**src/rtl/fetch_stage_pkg.sv**
```systemverilog
// Shared types and constants for the minuteCore fetch front end.
// Provides address/instruction widths, the fetch FSM state type, the FIFO
// entry layout and a saturating increment used by the optional counters.
package fetch_stage_pkg;

  localparam int unsigned ADDR_SIZE  = 31;
  localparam int unsigned INSTR_SIZE = 31;
  localparam int unsigned AW         = ADDR_SIZE + 1;
  localparam int unsigned IW         = INSTR_SIZE + 1;

  typedef enum logic [1:0] {
    StIdle = 2'd0,
    StReq  = 2'd1,
    StDrop = 2'd2
  } fetch_state_e;

  typedef struct packed {
    logic [AW-1:0] pc;
    logic [IW-1:0] instr;
  } fetch_entry_t;

  function automatic logic [31:0] sat_inc(input logic [31:0] v);
    return (v == 32'hFFFF_FFFF) ? v : v + 32'd1;
  endfunction

endpackage

```
**src/rtl/fetch_fifo.sv**
```systemverilog
// Prefetch FIFO holding {pc, instr} entries for the fetch stage.
// Ports:
//   clk, reset        clock, asynchronous active-high reset
//   push, wdata       write an entry (accepted when not full, or full with pop)
//   pop               remove the head entry (ignored when empty)
//   flush             discard all entries; wins over push and pop
//   rdata             head entry, combinational
//   full, empty       occupancy flags
//   count             occupancy, 0..DEPTH
module fetch_fifo #(
  parameter int unsigned DEPTH = 4,
  parameter int unsigned WIDTH = 64
) (
  input  logic                       clk,
  input  logic                       reset,
  input  logic                       push,
  input  logic [WIDTH-1:0]           wdata,
  input  logic                       pop,
  input  logic                       flush,
  output logic [WIDTH-1:0]           rdata,
  output logic                       full,
  output logic                       empty,
  output logic [$clog2(DEPTH+1)-1:0] count
);

  localparam int unsigned PW = $clog2(DEPTH);
  localparam int unsigned CW = $clog2(DEPTH + 1);

  logic [WIDTH-1:0] mem_q [DEPTH];
  logic [PW-1:0]    wr_q, rd_q;
  logic [CW-1:0]    cnt_q;
  logic             do_push, do_pop;

  assign full    = (cnt_q == CW'(DEPTH));
  assign empty   = (cnt_q == '0);
  assign count   = cnt_q;
  assign rdata   = mem_q[rd_q];
  assign do_pop  = pop & ~empty;
  // Full plus pop frees the head slot in the same edge, so the write is safe.
  assign do_push = push & (~full | do_pop);

  always_ff @(posedge clk or posedge reset) begin
    if (reset) begin
      wr_q  <= '0;
      rd_q  <= '0;
      cnt_q <= '0;
    end else if (flush) begin
      wr_q  <= '0;
      rd_q  <= '0;
      cnt_q <= '0;
    end else begin
      // Depth is a power of two, so pointers wrap naturally.
      if (do_push) wr_q <= wr_q + PW'(1);
      if (do_pop)  rd_q <= rd_q + PW'(1);
      unique case ({do_push, do_pop})
        2'b10:   cnt_q <= cnt_q + CW'(1);
        2'b01:   cnt_q <= cnt_q - CW'(1);
        default: cnt_q <= cnt_q;
      endcase
    end
  end

  // Storage needs no reset; the head is only observed when count is non-zero.
  always_ff @(posedge clk) begin
    if (do_push && !flush) mem_q[wr_q] <= wdata;
  end

endmodule

```
**src/rtl/fetch_stage.sv**
```systemverilog
// Instruction fetch front end: owns the PC, issues one imem read at a time,
// buffers returned words and hands {pc, instr} to decode over valid/ready.
// Redirects flush the buffer and retarget the PC; a response belonging to the
// flushed path is discarded.
// Optional feature: define FETCH_PERF_CNT_EN to add saturating perf counters.
// Ports:
//   clk, reset                      clock, asynchronous active-high reset
//   imem_rd_addr/enable             read request, held until imem_rd_ready
//   imem_rd_data/ready              one-cycle response strobe with data
//   redirect_valid/pc               taken branch/jump target from execute
//   dec_valid/ready/pc/instr        FIFO head towards decode
//   perf_fetch_cnt, perf_stall_cnt  words pushed / decode-starved cycles
//                                   (FETCH_PERF_CNT_EN only)
module fetch_stage
  import fetch_stage_pkg::*;
#(
  parameter logic [AW-1:0] RESET_PC   = '0,
  parameter int unsigned   FIFO_DEPTH = 4,
  parameter int unsigned   PC_STEP    = 4
) (
  input  logic          clk,
  input  logic          reset,
  output logic [AW-1:0] imem_rd_addr,
  output logic          imem_rd_enable,
  input  logic [IW-1:0] imem_rd_data,
  input  logic          imem_rd_ready,
  input  logic          redirect_valid,
  input  logic [AW-1:0] redirect_pc,
  output logic          dec_valid,
  input  logic          dec_ready,
  output logic [AW-1:0] dec_pc,
  output logic [IW-1:0] dec_instr
`ifdef FETCH_PERF_CNT_EN
  ,
  output logic [31:0]   perf_fetch_cnt,
  output logic [31:0]   perf_stall_cnt
`endif
);

  localparam int unsigned CW = $clog2(FIFO_DEPTH + 1);

  fetch_state_e  st_q, st_d;
  logic [AW-1:0] pc_q, pc_d;
  logic [AW-1:0] addr_q, addr_d;
  logic          en_q, en_d;
  logic          push, pop;
  logic          full, empty;
  logic [CW-1:0] count;
  fetch_entry_t  head;

  always_comb begin
    st_d   = st_q;
    pc_d   = pc_q;
    addr_d = addr_q;
    en_d   = en_q;
    push   = 1'b0;
    unique case (st_q)
      StIdle: begin
        if (redirect_valid) begin
          pc_d = redirect_pc;
        end else if (count < CW'(FIFO_DEPTH)) begin
          // Nothing is in flight in idle, so one free slot covers the next word.
          st_d   = StReq;
          en_d   = 1'b1;
          addr_d = pc_q;
        end
      end
      StReq: begin
        if (imem_rd_ready) begin
          st_d = StIdle;
          en_d = 1'b0;
          if (redirect_valid) begin
            pc_d = redirect_pc;
          end else begin
            push = ~full;
            pc_d = pc_q + AW'(PC_STEP);
          end
        end else if (redirect_valid) begin
          st_d = StDrop;
          pc_d = redirect_pc;
        end
      end
      StDrop: begin
        if (redirect_valid) pc_d = redirect_pc;
        if (imem_rd_ready) begin
          st_d = StIdle;
          en_d = 1'b0;
        end
      end
      default: begin
        st_d = StIdle;
        en_d = 1'b0;
      end
    endcase
  end

  always_ff @(posedge clk or posedge reset) begin
    if (reset) begin
      st_q   <= StIdle;
      pc_q   <= RESET_PC;
      addr_q <= RESET_PC;
      en_q   <= 1'b0;
    end else begin
      st_q   <= st_d;
      pc_q   <= pc_d;
      addr_q <= addr_d;
      en_q   <= en_d;
    end
  end

  // A redirect flushes the FIFO and suppresses the same-cycle pop.
  assign pop = ~empty & dec_ready & ~redirect_valid;

  fetch_fifo #(
    .DEPTH (FIFO_DEPTH),
    .WIDTH (AW + IW)
  ) u_fifo (
    .clk   (clk),
    .reset (reset),
    .push  (push),
    .wdata ({addr_q, imem_rd_data}),
    .pop   (pop),
    .flush (redirect_valid),
    .rdata (head),
    .full  (full),
    .empty (empty),
    .count (count)
  );

  assign imem_rd_addr   = addr_q;
  assign imem_rd_enable = en_q;
  assign dec_valid      = ~empty;
  assign dec_pc         = empty ? '0 : head.pc;
  assign dec_instr      = empty ? '0 : head.instr;

`ifdef FETCH_PERF_CNT_EN
  logic [31:0] fetch_cnt_q, stall_cnt_q;

  always_ff @(posedge clk or posedge reset) begin
    if (reset) begin
      fetch_cnt_q <= '0;
      stall_cnt_q <= '0;
    end else begin
      if (push)                  fetch_cnt_q <= sat_inc(fetch_cnt_q);
      if (dec_ready && empty)    stall_cnt_q <= sat_inc(stall_cnt_q);
    end
  end

  assign perf_fetch_cnt = fetch_cnt_q;
  assign perf_stall_cnt = stall_cnt_q;
`endif

endmodule

```
**config.mk**
```make
export PLATFORM = sky130hd
export DESIGN_NAME = fetch_stage
export DESIGN_NICKNAME = d
export VERILOG_FILES = /design/src/rtl/fetch_stage_pkg.sv /design/src/rtl/fetch_fifo.sv /design/src/rtl/fetch_stage.sv
export SDC_FILE = /design/constraint.sdc
export NUM_CORES = 1
export LEC_CHECK = 0
export CORE_ASPECT_RATIO = 0.6
export CORE_MARGIN = 2
export CORE_UTILIZATION = 40
export CTS_BUF_LIST = sky130_fd_sc_hd__clkbuf_4 sky130_fd_sc_hd__clkbuf_8
export DETAILED_ROUTE_END_ITERATION = 7
export PLACE_DENSITY = 0.7
export SYNTH_ARGS = -nofsm -noshare
export SYNTH_HDL_FRONTEND = slang
export SYNTH_SLANG_ARGS = --single-unit
```
**constraint.sdc**
```tcl
create_clock -name clk -period 3.8 [get_ports clk]
set_clock_uncertainty 0.05 [all_clocks]
set_input_delay 0.76 -clock clk [delete_from_list [all_inputs] [get_ports clk]]
set_output_delay 0.76 -clock clk [all_outputs]
set_load 0.02 [all_outputs]
```
==> results.json <==
{
  "worst_slew_margin_rel_pct": 45.7,
  "yosysWarnings": 0,
  "final_cells": 1498,
  "max_cap_violations": 0,
  "cts_resized": 0,
  "synth_edf_count": 256,
  "gp_congestion": 0.892,
  "synthFlopType": "edfxtp_1",
  "ios": 167,
  "dp_cells": 1407,
  "clk_pin_slew_ns": 0.06,
  "grt_max_degree": 58,
  "viasPerCell": 5.40,
  "start_kind": "flop",
  "route.detailed.drc": 0,
  "h-tree-depth": 2,
  "clk_latency_ns": 0.58,
  "worstPathRequired_ns": 2.99,
  "irDropWorstVdd_uv": 343,
  "drive_above_1_share_pct": 21.2,
  "mostFrequentLayoutCell": "edfxtp_1",
  "outcome": "completed",
  "overflow": 0,
  "num_rows": 52,
  "finalSetupViolations": 0,
  "grt.total_usage_pct": 17.7,
  "vias": 8084,
  "worst_pin_slew_ns": 0.808,
  "synth_seq_area_share_pct": 69.6,
  "maxSlewViolCount": 0,
  "hp-class": "flop to flop",
  "syn_inst": 807,
  "routedWlPerCell_um": 21.1,
  "ys_top_cells_by_area": "edfxtp_1, dfrtp_1, mux4_2",
  "area_delta_synth_final_pct": 24.8,
  "min_period_over_period_pct": 93.6,
  "critPathArrivalTime_ns": 2.75,
  "power_density_nw_per_um2": 700,
  "grt_setup_unrepaired": "no",
  "dieArea_um2": 35800,
  "hold_viol_final": 0,
  "port_buffers": 166,
  "cts_root_buf": "clkbuf_8",
  "clockBufferDepth": 3,
  "synth_area_leader_cell": "edfxtp_1",
  "ys_ff_latch": 330,
  "routed_wl_um": 31700,
  "dpl.hpwl_um": 20700,
  "syn_nets": 886,
  "mostFrequentLayoutCells": "edfxtp_1, clkdlybuf4s50_1, dfrtp_1",
  "drt_iter0_markers": 693,
  "max_freq_mhz": 281,
  "synthArstFlopShare_pct": 22.4,
  "period_needed_ns": 3.56,
  "coreArea_um2": 33700,
  "cts_setup_buffers": 0,
  "p_leak_nw": 5.79,
  "cts_hold_buffers": 0,
  "cts_made_buffers": 49,
  "num-nets-final": 1078,
  "syn_area_per_cell_um2": 17.0,
  "syn-cell-area_um2": 13700,
  "grt_pass1_wl_um": 48200,
  "yosysUniqueCellTypes": 65,
  "path_class": "flop to output port",
  "start_util_pct": 40.6,
  "cts_tree": "done",
  "synth_top_area_share_pct": 56.1,
  "crit_fanout": 23,
  "antenna_found_initial": 0,
  "cts.sinks": 330,
  "critPathCaptureType": "output port",
  "diodes": 0,
  "die_h_um": 147,
  "ant_nets": 0,
  "fp.dieW_um": 243,
  "final.setup.tns_ns": 0,
  "grt_pass1_vias": 8164,
  "drt_first_pass_iters": 5
}
==> Yosys cell counts, types with 2 or more instances <==
library cell and count:
edfxtp_1 256, dfrtp_1 74, and2_1 64, mux4_2 64
mux2_2 33, clkbuf_1 29, nand2_1 26, nor2_1 20
inv_1 17, nand3_1 15, nand4_1 15, o21ai_0 15
and3_1 14, buf_2 14, a21oi_1 13, nor3_1 12
nor4_1 10, a22oi_1 9, ha_1 9, a311oi_1 6
and4_1 6, buf_1 5, o22a_1 5, or3_1 5
a311o_1 4, mux2i_1 4, o22ai_1 4, a31oi_1 3
nand2b_1 3, nand3b_1 3, nor3b_1 3, o311ai_0 3
o31ai_1 3, a211o_1 2, a2bb2oi_1 2, a32oi_1 2
a41o_1 2, nor2b_1 2, nor4b_1 2, o211ai_1 2
o31a_1 2, or2_2 2
==> worst max-delay path: stages (launching register included) <==
cell and delay [ns]:
dfrtp_4 0.43, buf_4 0.42, mux4_2 0.56, and2_1 0.20, clkdlybuf4s50_1 0.55
==> metal layers <==
layer,vias up,track usage (%),wire length [um]
li1,3609,-,-
met1,4139,25.7,14400
met2,301,27.4,14700
met3,35,4.00,2160
met4,0,4.05,319
met5,-,0,0
==> cells by family after synthesis <==
kind of cell | Yosys count | share of synthesized area [%]
flops | 330 | 69.6
xor+xnor | 3 | 0.292
fa+ha+maj | 10 | 0.968
simple gates | 209 | 8.94
mux | 101 | 13.5
compound gates | 89 | 4.73
buf+inv | 65 | 1.91
==> final timing paths <==
path,start,to,slack [ns],depth (start not counted)
max in group asynchronous,reset,imem_rd_addr[8]$_DFFE_PP0P_,2.43,3
min reg2reg,pc_q[1]$_DFFE_PP0P_,pc_q[1]$_DFFE_PP0P_,0.43,2
min in group asynchronous,reset,imem_rd_addr[29]$_DFFE_PP0P_,0.56,2
max reg2reg,st_q[0]$_DFFE_PP0P_,pc_q[13]$_DFFE_PP0P_,1.31,6
max,u_fifo.rd_q[0]$_DFFE_PP0P_,dec_pc[10],0.24,4
min,pc_q[1]$_DFFE_PP0P_,pc_q[1]$_DFFE_PP0P_,0.43,2
==> power breakdown <==
part	total, mW	switching (mW)	leakage [nW]	internal, mW
Sequential	5.02	0.510	3.20	4.51
Clock	2.94	1.36	0.533	1.58
Combinational	4.00	1.99	2.05	2.01
Total	12.0	3.86	5.79	8.10
==> stage by stage <==
step / utilization (%) / area, um^2 / setup WS [ns] / hold slack, ns / power, mW
2_1_floorplan: - / 13700 / 0.743 / 0.390 / 7.27
3_3_place_gp: 47.7 / 16100 / 0.778 / 0.408 / 9.12
3_5_place_dp: 47.7 / 16100 / 0.775 / 0.415 / 9.15
4_1_cts: 50.7 / 17100 / 0.142 / 0.431 / 12.1
5_1_grt: 50.7 / 17100 / 0.0802 / 0.460 / 12.6
6_report: 50.7 / 17100 / 0.244 / 0.428 / 12.0
==> state kept, by name, summed over array words and instances (netlist names) <==
name and flops:
u_fifo.mem_q 256, imem_rd_addr 32, pc_q 32, u_fifo.count 3, st_q 2, u_fifo.rd_q 2
u_fifo.wr_q 2, imem_rd_enable 1
==> layout make-up <==
type	instances	area, um^2
sequential	330	9550
fill	2830	16600
tap	459	574
inverter	17	63.8
clock buffer	68	842
timing repair buffer	189	1970
clock inverter	23	166
multi-input combinational	412	3930
Power figures use the tool's default switching activity.
==> RTL edit: new RTL, same settings <==
The option `FETCH_PERF_CNT_EN` is turned on by a define.
--- a/src/rtl/fetch_stage.sv
+++ b/src/rtl/fetch_stage.sv
@@ -11,6 +11,8 @@
 //   dec_valid/ready/pc/instr        FIFO head towards decode
 //   perf_fetch_cnt, perf_stall_cnt  words pushed / decode-starved cycles
 //                                   (FETCH_PERF_CNT_EN only)
+`define FETCH_PERF_CNT_EN
+
 module fetch_stage
   import fetch_stage_pkg::*;
 #(
Behaviour (old outputs only; new: perf_fetch_cnt and perf_stall_cnt): unchanged (Yosys induction, for registers that start in step).
==> RTL edit against the unedited design <==
Register-to-register slack got worse by 0.31 ns; first-iteration DRC count rose by 28%; wire length is 23% higher; worst hold slack better by 0.0019 ns; setup slack worse by 0.090 ns; final cell count increased by 29%; total power increased by 19%; sequential cell count up 64; synthesized cell count increased by 33%; area after synthesis up 21%; cell area rose by 23%; sequential power increased by 17%; combinational power grew 16%; largest cell class unchanged; largest power group unchanged.
==> RTL edit: results (changes against the unedited design) <==
R2R Path Start st_q[0]$_DFFE_PP0P_; clock root buffer clkbuf_8; Clock Path Buffers 3 (unchanged); port bufs 230 (+39%); adder-cell share of the synthesized area 0.953% (-0.015 points); Initial DRT Pass Iterations 5 (unchanged); Slew @ Worst Pin 0.795 ns (-0.0128 ns); Detail Route met3 WL 2450 um (+13%); status completed; Hold Crit Class reg2reg; complex-gate fraction of the synthesized area 4.44% (-0.29 points); Arr. time, crit path 2.84 ns (+0.09 ns); RR Endpoint pc_q[31]$_DFFE_PP0P_; # resized after CTS 0 (unchanged); initial drt markers 884 (+28%); largest net degree at the start of global routing 63 (+8.6%); depth of the CTS H-tree 2 (unchanged); worst skew pair latency 0.62 ns (+0.04 ns); Area contributors post-synth edfxtp_1 (46%), dfrtp_1 (21%), mux4_2 (8.7%), and2_1 (2.7%), mux2_2 (2.4%); fraction of registers with async set/reset 35.0% (+13 points); internal power 9.62 mW (+19%); total track usage 18.4% (+0.71 points); global placement routability congestion 0.869 (-2.6%); top sig layer met5; vias in the first global route 10339 (+27%); Pleak 7.51 nW (+30%); Most flops, register u_fifo.mem_q; M1 WL 18000 um (+24%); reg2reg path depth 7 (+1); post-synthesis mux area share 11.2% (-2.4 points); XOR/XNOR share of the synthesized area 3.12% (+2.8 points); Register-to-Register Setup Slack 1.00 ns (-0.31 ns); share of layout cells above drive strength 1 18.2% (-2.9 points); Netlist cell types 63 (-3.1%); crit path max fanout 15 (-35%); hold path startpoint pc_q[0]$_DFFE_PP0P_; met2 wire length 17900 um (+21%); Synth top cells by count edfxtp_1 (256), dfrtp_1 (138), and2_1 (71); WL/cell 20.3 um (-3.9%); fillers 3346 (+18%); sequential element share of the synthesized area 67.3% (-2.3 points); DP Worst Slack 0.401 ns (-0.374 ns); CTS Buf Count 59 (+20%); initial antenna violation count 4 (+4); DPL Wire Length 25900 um (+25%); nets 1425 (+32%); ANT nets after route 0 (unchanged); first-pass GRT wire length 61000 um (+27%); routed vias/inst 5.35 (-0.78%); Min-Delay Endpoint pc_q[0]$_DFFE_PP0P_; max reg flops 256 (unchanged); Synth Warn # 0 (unchanged); Synth Net Count 1154 (+30%); Peak VDD IR 0.000398 V (+16%)
[RTL edit: area by class of cell]
cell class,count,share of cell area [%]
antenna,3,0.0357
clock buffer,98,5.67
clock inverter,11,0.500
inverter,16,0.303
multi-input combinational,611,24.5
sequential,394,53.0
tap,531,3.16
timing repair buffer,262,12.8
[RTL edit: per-layer routing]
layer / GRT usage, % / vias to the layer above
met5: 0 / -
met4: 4.98 / 2
met3: 3.99 / 67
met2: 28.3 / 337
met1: 26.6 / 5203
li1: - / 4704
[RTL edit: power groups by stage]
stage | registers, mW | clock network [mW] | logic [mW]
4_1_cts | 5.89 | 3.82 | 4.73
6_report | 5.88 | 3.70 | 4.63
5_1_grt | 5.98 | 4.01 | 4.98
2_1_floorplan | 5.97 | 0 | 2.44
3_3_place_gp | 5.94 | 0 | 4.67
3_5_place_dp | 5.98 | 0 | 4.72
[RTL edit: worst max-delay path by stage]
stage                          startpoint                      endpoint  slack [ns]  depth (start not counted)
2_1_floorplan              redirect_valid  u_fifo.mem_q[0][0]$_DFFE_PP_        0.57                          3
3_3_place_gp                imem_rd_ready          pc_q[21]$_DFFE_PP0P_        0.43                          5
3_5_place_dp                imem_rd_ready          pc_q[21]$_DFFE_PP0P_        0.40                          5
4_1_cts        u_fifo.rd_q[0]$_DFFE_PP0P_                    dec_pc[10]        0.07                          4
5_1_grt        u_fifo.rd_q[0]$_DFFE_PP0P_                    dec_pc[25]        0.01                          4
6_report       u_fifo.rd_q[0]$_DFFE_PP0P_                    dec_pc[10]        0.15                          4
[RTL edit: logic make-up (layout without fill, tap and decap cells)]
| group | after synthesis | in the layout |
|---|---|---|
| compound gates | 106 | 106 |
| xor+xnor | 59 | 59 |
| fa+ha+maj | 12 | 12 |
| buf+inv | 68 | 387 |
| flops | 394 | 394 |
| mux | 100 | 100 |
| other cells | 0 | 3 |
| simple gates | 334 | 334 |
[RTL edit: per-stage QoR]
stage          hold slack [ns]  utilization, %  std cells  total power, mW  cell area, um^2
5_1_grt                  0.463            51.7       1923             15.0            21000
2_1_floorplan            0.390               -       1073             8.41            16500
6_report                 0.430            51.7       1926             14.2            21000
4_1_cts                  0.431            51.7       1923             14.4            21000
3_3_place_gp             0.404            48.5       1814             10.6            19700
3_5_place_dp             0.415            48.5       1814             10.7            19700
[RTL edit: worst max-delay path, cell delays in order (launching register included)]
cell and delay (ns):
dfrtp_4 0.70, buf_12 0.23, mux4_2 0.56, and2_1 0.19, clkdlybuf4s50_1 0.53
